$ cat src/rtl/aluaddsub_seq.sv
// ---------------------------------------------------------------------------
// aluaddsub_seq
//   Multi-cycle two's-complement add/subtract unit. Operands are latched on
//   accept and summed CHUNK bits per cycle, LSB chunk first, through a
//   registered carry. This keeps the carry chain CHUNK bits long no matter
//   how wide WIDTH is. The unit reports signed overflow (pos/neg), carry-out
//   and zero flags alongside the result.
//
//   Optional feature macro: ALU_ADDSUB_SAT_EN
//     If defined, an overflowing result saturates to max-positive or
//     min-negative. The overflow and carry flags still describe the
//     unsaturated operation, and zero is computed on the saturated result.
//     If not defined, the result wraps modulo 2^WIDTH.
//
//   Handshake: a transfer happens on a rising clk edge when valid and ready
//   are both high in that cycle. in_ready is high only in IDLE (and not in
//   reset). out_valid stays high, and result/flags stay stable, until a
//   cycle with out_ready high.
//
// Parameters
//   WIDTH  operand/result width; must be a multiple of CHUNK
//   CHUNK  bits added per RUN cycle (1..WIDTH)
//
// Ports
//   clk, rst        clock, synchronous active-high reset
//   in_valid/ready  operand handshake; a, b, sub are sampled on accept
//   sub             0: a+b, 1: a-b (computed as a + ~b + 1)
//   out_valid/ready result handshake
//   result          sum or difference (registered)
//   pos_overflow    positive signed overflow
//   neg_overflow    negative signed overflow
//   carry_out       carry out of the MSB; for sub, 1 means no borrow
//   zero            final result == 0
// ---------------------------------------------------------------------------
module aluaddsub_seq #(
    parameter int WIDTH = 32,
    parameter int CHUNK = 8
) (
    input  logic             clk,
    input  logic             rst,
    input  logic             in_valid,
    output logic             in_ready,
    input  logic [WIDTH-1:0] a,
    input  logic [WIDTH-1:0] b,
    input  logic             sub,
    output logic             out_valid,
    input  logic             out_ready,
    output logic [WIDTH-1:0] result,
    output logic             pos_overflow,
    output logic             neg_overflow,
    output logic             carry_out,
    output logic             zero
);
    localparam int NCHUNK = WIDTH / CHUNK;
    localparam int CNT_W  = (NCHUNK > 1) ? $clog2(NCHUNK) : 1;
    localparam logic [CNT_W-1:0] LAST = CNT_W'(NCHUNK - 1);

    if (CHUNK < 1 || CHUNK > WIDTH) begin : g_bad_chunk
        $error("aluaddsub_seq: CHUNK must be in 1..WIDTH");
    end else if (WIDTH % CHUNK != 0) begin : g_bad_width
        $error("aluaddsub_seq: WIDTH must be a multiple of CHUNK");
    end

`ifdef ALU_ADDSUB_SAT_EN
    localparam logic [WIDTH-1:0] MIN_NEG = WIDTH'(1) << (WIDTH - 1);
    localparam logic [WIDTH-1:0] MAX_POS = ~MIN_NEG;
`endif

    typedef enum logic [1:0] {S_IDLE, S_RUN, S_DONE} state_t;

    state_t           state_q, state_d;
    logic [WIDTH-1:0] a_q, a_d;
    logic [WIDTH-1:0] b_q, b_d;          // effective B: ~b for subtract
    logic             carry_q, carry_d;
    logic [CNT_W-1:0] count_q, count_d;
    logic [WIDTH-1:0] result_q, result_d;
    logic             pov_q, pov_d;
    logic             nov_q, nov_d;
    logic             cout_q, cout_d;
    logic             zero_q, zero_d;
    logic             out_valid_q, out_valid_d;

    logic [CHUNK-1:0] a_chunk, b_chunk;
    logic [CHUNK:0]   sum;
    logic [WIDTH-1:0] full;              // result with the current chunk inserted
    logic             pov_w, nov_w;

    always_comb begin
        // Pick the operand chunks selected by count, using constant part-selects.
        a_chunk = '0;
        b_chunk = '0;
        for (int k = 0; k < NCHUNK; k++) begin
            if (count_q == CNT_W'(k)) begin
                a_chunk = a_q[k*CHUNK +: CHUNK];
                b_chunk = b_q[k*CHUNK +: CHUNK];
            end
        end
        sum = {1'b0, a_chunk} + {1'b0, b_chunk} + (CHUNK+1)'(carry_q);

        full = result_q;
        for (int k = 0; k < NCHUNK; k++) begin
            if (count_q == CNT_W'(k)) begin
                full[k*CHUNK +: CHUNK] = sum[CHUNK-1:0];
            end
        end
        pov_w = ~a_q[WIDTH-1] & ~b_q[WIDTH-1] &  full[WIDTH-1];
        nov_w =  a_q[WIDTH-1] &  b_q[WIDTH-1] & ~full[WIDTH-1];

        state_d     = state_q;
        a_d         = a_q;
        b_d         = b_q;
        carry_d     = carry_q;
        count_d     = count_q;
        result_d    = result_q;
        pov_d       = pov_q;
        nov_d       = nov_q;
        cout_d      = cout_q;
        zero_d      = zero_q;
        out_valid_d = out_valid_q;

        case (state_q)
            S_IDLE: begin
                if (in_valid) begin
                    a_d     = a;
                    b_d     = sub ? ~b : b;
                    carry_d = sub;       // the +1 of the two's-complement negate
                    count_d = '0;
                    state_d = S_RUN;
                end
            end
            S_RUN: begin
                result_d = full;
                carry_d  = sum[CHUNK];
                count_d  = count_q + CNT_W'(1);
                if (count_q == LAST) begin
                    pov_d  = pov_w;
                    nov_d  = nov_w;
                    cout_d = sum[CHUNK];
`ifdef ALU_ADDSUB_SAT_EN
                    if (pov_w) begin
                        result_d = MAX_POS;
                    end else if (nov_w) begin
                        result_d = MIN_NEG;
                    end
`endif
                    zero_d      = (result_d == '0);
                    out_valid_d = 1'b1;
                    count_d     = '0;
                    state_d     = S_DONE;
                end
            end
            S_DONE: begin
                if (out_ready) begin
                    out_valid_d = 1'b0;
                    state_d     = S_IDLE;
                end
            end
            default: state_d = S_IDLE;
        endcase
    end

    always_ff @(posedge clk) begin
        if (rst) begin
            state_q     <= S_IDLE;
            a_q         <= '0;
            b_q         <= '0;
            carry_q     <= 1'b0;
            count_q     <= '0;
            result_q    <= '0;
            pov_q       <= 1'b0;
            nov_q       <= 1'b0;
            cout_q      <= 1'b0;
            zero_q      <= 1'b0;
            out_valid_q <= 1'b0;
        end else begin
            state_q     <= state_d;
            a_q         <= a_d;
            b_q         <= b_d;
            carry_q     <= carry_d;
            count_q     <= count_d;
            result_q    <= result_d;
            pov_q       <= pov_d;
            nov_q       <= nov_d;
            cout_q      <= cout_d;
            zero_q      <= zero_d;
            out_valid_q <= out_valid_d;
        end
    end

    assign in_ready     = (state_q == S_IDLE) & ~rst;
    assign out_valid    = out_valid_q;
    assign result       = result_q;
    assign pos_overflow = pov_q;
    assign neg_overflow = nov_q;
    assign carry_out    = cout_q;
    assign zero         = zero_q;

endmodule
$ cat config.mk
export PLATFORM = sky130hd
export DESIGN_NAME = aluaddsub_seq
export DESIGN_NICKNAME = d
export VERILOG_FILES = /design/src/rtl/aluaddsub_seq.sv
export SDC_FILE = /design/constraint.sdc
export NUM_CORES = 1
export LEC_CHECK = 0
export ABC_AREA = 1
export CORE_ASPECT_RATIO = 1.4
export CORE_MARGIN = 2
export CORE_UTILIZATION = 33
export DETAILED_ROUTE_END_ITERATION = 8
export GPL_TIMING_DRIVEN = 0
export PLACE_DENSITY = 0.56
export SETUP_SLACK_MARGIN = 0.15
export SKIP_CTS_REPAIR_TIMING = 1
export SLEW_MARGIN = 10
export SYNTH_ARGS = -nofsm -noshare
export SYNTH_HDL_FRONTEND = slang
export SYNTH_SLANG_ARGS = --single-unit
$ cat constraint.sdc
create_clock -name clk -period 3.1 [get_ports clk]
set_input_delay 0.93 -clock clk [delete_from_list [all_inputs] [get_ports clk]]
set_output_delay 0.93 -clock clk [all_outputs]
set_load 0.01 [all_outputs]
==> flow_metrics.py <==
metrics = {
    "outcome": {
        "status": "finished with violations",
        "violations": "setup timing",
    },
    "routing": {
        "drt-initial-drc-count": 250,
        "wirelength_mm": 17.0,
        "ant_nets": 0,
        "first_pass_iters": 4,
        "wl_per_cell_um": 15.0,
        "remaining_drc_errors": 0,
        "vias": 5390,
        "via_per_inst": 4.76,
    },
    "clock_tree": {
        "clock_path_buffers": 2,
        "cts_max_level": 3,
        "clk_latency_ns": 0.35,
        "cts_tree": "yes",
        "root_buffer": "clkbuf_16",
        "clk_pin_slew_ns": 0.07,
        "cts.sinks": 106,
        "numCtsBuffers": 9,
    },
    "final_layout": {
        "utilization": 0.478,
        "diodes": 0,
        "nets": 1010,
        "fin_cells": 1132,
        "drive_gt1_frac": 0.156,
        "syn2layout_area_growth_pct": 42.2,
    },
    "yosys": {
        "synth_nets": 870,
        "synth.cell_area_um2": 5440,
        "ys_ff_latch": 106,
        "yosys_warnings": 0,
        "syn_area_per_cell_um2": 6.90,
        "syn_inst": 788,
        "ys_seq_area_frac": 0.390,
        "synth_cell_types": 38,
    },
    "pwr": {
        "power_frac_seq": 0.385,
        "clockPowerShare": 0.310,
        "ir_drop_v": 0.000259,
        "switchingPower_mw": 1.26,
        "power.leakage_nw": 3.37,
        "power_density_nw_per_um2": 513,
        "internal_power_mw": 2.70,
        "p_sw_frac": 0.319,
        "power_mw": 3.97,
        "comb_power_share": 0.305,
    },
    "placed_design": {
        "io_buffers": 104,
        "gp_congestion": 0.863,
        "dp_slack_ns": -0.567,
        "place_inst": 1091,
        "place_hpwl_mm": 12.8,
    },
    "critical_path": {
        "critical_path_class": "reg2reg",
        "cp-end-kind": "flip-flop",
        "worstPathMaxFanout": 7,
        "cp-start-kind": "flip-flop",
        "required_ns": 3.38,
        "cp.arrival_ns": 3.59,
    },
    "timing": {
        "min_period_ns": 3.31,
        "rsz0062_at_grt": "yes",
        "finClkSkew_ns": 0.00990,
        "worst_slack_ns": -0.205,
        "relSlewSlack": 0.610,
        "worstMarginPinSlew_ns": 0.585,
        "maxSlewViolCount": 0,
        "period_share": 1.07,
        "finalSetupViolations": 3,
        "hold_violations": 0,
        "fmax_ghz": 0.303,
    },
    "die": {
        "dieArea_um2": 17500,
        "initial_utilization": 0.336,
        "die_w_um": 113,
        "io_pins": 107,
        "design.core.area_um2": 16200,
        "die_y_um": 156,
        "num_rows": 55,
    },
    "global_routing": {
        "grt_pass1_vias": 5091,
        "grt_max_degree": 17,
        "overflow": 0,
        "grtUsageTotal": 0.189,
        "grt_pass1_wl_mm": 26.2,
        "antenna_found_initial": 0,
    },
    "min_path": {
        "hold_class": "reg2reg",
    },
    "run": {
        "drv_cap": 0,
    },
}
==> worst paths after layout <==
| check | startpoint | endpoint | slack [ns] | cells after the start |
|---|---|---|---|---|
| worst max register to register | count_q[1] | zero | -0.21 | 20 |
| worst min register to register | b_q[4] | b_q[4] | 0.46 | 2 |
| worst max-delay path | count_q[1] | zero | -0.21 | 20 |
| worst min-delay path | b_q[4] | b_q[4] | 0.46 | 2 |
==> cell families (layout without fill, tap and decap cells) <==
group / count (synthesis) / after routing / share of synthesized area
compound gates: 212 / 212 / 0.211
flops: 106 / 106 / 0.390
fa+ha+maj: 13 / 13 / 0.0327
xor+xnor: 32 / 32 / 0.0515
simple gates: 289 / 290 / 0.217
buf+inv: 136 / 280 / 0.0975
==> per-layer routing <==
layer	global-route usage	wire [µm]	vias up
li1	-	-	2839
met1	0.230	7230	2431
met2	0.343	8980	102
met3	0.0253	522	18
met4	0.0616	300	0
met5	0	0	-
==> through the flow <==
step	setup TNS, ns	hold slack (ns)	cell area, µm²
final	-0.250	0.457	7740
after global routing	-1.00	0.472	7740
after CTS	-3.48	0.454	7080
after detailed placement	-3.11	0.441	6770
after global placement	-2.94	0.438	6770
after floorplan	0	0.425	5480
==> registers in the layout, indices dropped and copies added (netlist names) <==
signal / cells
a_q: 32
b_q: 32
result: 32
count_q: 2
state_q: 2
carry_out: 1
carry_q: 1
neg_overflow: 1
out_valid: 1
pos_overflow: 1
zero: 1
==> Yosys cell counts, drive strengths merged <==
cell type | instances | area (µm²)
o21bai | 3 | 22.5
o21ai | 115 | 576
inv | 87 | 327
xnor2 | 1 | 8.76
ha | 11 | 138
nand3 | 30 | 155
nand2 | 119 | 467
buf | 12 | 65.1
or2 | 3 | 18.8
xor2 | 31 | 272
clkbuf | 35 | 131
nor2 | 131 | 504
a21oi | 58 | 294
a31oi | 6 | 37.5
o21a | 2 | 15.0
o22ai | 9 | 56.3
a22oi | 7 | 52.6
nand3b | 2 | 15.0
a22o | 1 | 8.76
clkinv | 2 | 7.51
dfxtp | 106 | 2120
nor3 | 2 | 10.0
a221oi | 1 | 8.76
o211ai | 7 | 52.6
nand4 | 2 | 12.5
fa | 2 | 40.0
a211oi | 3 | 22.5
==> power by group through the flow <==
| stage | combinational, mW | sequential [mW] | clock [mW] |
|---|---|---|---|
| floorplan | 0.593 | 1.56 | 0 |
| detailed placement | 0.959 | 1.56 | 0 |
| finish | 1.21 | 1.53 | 1.23 |
| CTS | 0.963 | 1.53 | 1.25 |
| global placement | 0.955 | 1.55 | 0 |
| global route | 1.34 | 1.54 | 1.30 |
==> area by class of cell <==
type / count / area (µm²)
buffer: 47 / 277
clock buffer: 12 / 236
clock inverter: 4 / 73.8
fill: 1635 / 8440
inverter: 89 / 364
multi-input combinational: 547 / 3150
sequential: 106 / 2130
tap: 199 / 249
timing repair buffer: 128 / 1250
==> critical path: stages (launching register included) <==
cell and delay (ns):
dfxtp_4 0.39, inv_4 0.05, ha_4 0.16, buf_12 0.14, buf_12 0.13, a22o_1 0.23
nand2_1 0.08, a21oi_2 0.08, fa_2 0.38, fa_2 0.50, nand2_2 0.10, o21ai_2 0.06
nor2_1 0.10, nand2_1 0.11, nor2_1 0.11, nand3b_1 0.08, nor2_1 0.09, nand3_1 0.09
nor2_2 0.12, nand2_2 0.08, a21oi_2 0.14
==> cell usage in the layout (no fill, tap or decap), types with 3 or more instances in the layout <==
cell type | synthesis | final
buf_4 | 1 | 20
inv_1 | 81 | 76
clkbuf_2 | 0 | 4
nor2_2 | 2 | 5
o21ai_0 | 113 | 97
dfxtp_1 | 106 | 104
ha_1 | 11 | 5
nand2_2 | 5 | 16
xor2_1 | 31 | 31
nand3_1 | 29 | 17
buf_2 | 7 | 6
o22ai_1 | 9 | 8
a31oi_1 | 6 | 6
clkbuf_1 | 35 | 28
o21ai_2 | 0 | 6
nor2_4 | 1 | 5
buf_6 | 1 | 8
nand2_1 | 113 | 94
nand3_4 | 0 | 5
a21oi_2 | 1 | 6
inv_4 | 0 | 5
nand2_4 | 1 | 9
a22oi_1 | 7 | 5
a211oi_1 | 3 | 3
o21ai_1 | 2 | 12
ha_4 | 0 | 4
o211ai_1 | 7 | 7
inv_2 | 6 | 4
a21oi_1 | 57 | 51
clkdlybuf4s50_1 | 0 | 103
nor2_1 | 128 | 122
clkbuf_16 | 0 | 10
nand3_2 | 1 | 8
or2_2 | 3 | 3
Note: power is estimated with default switching activity, not from simulation.
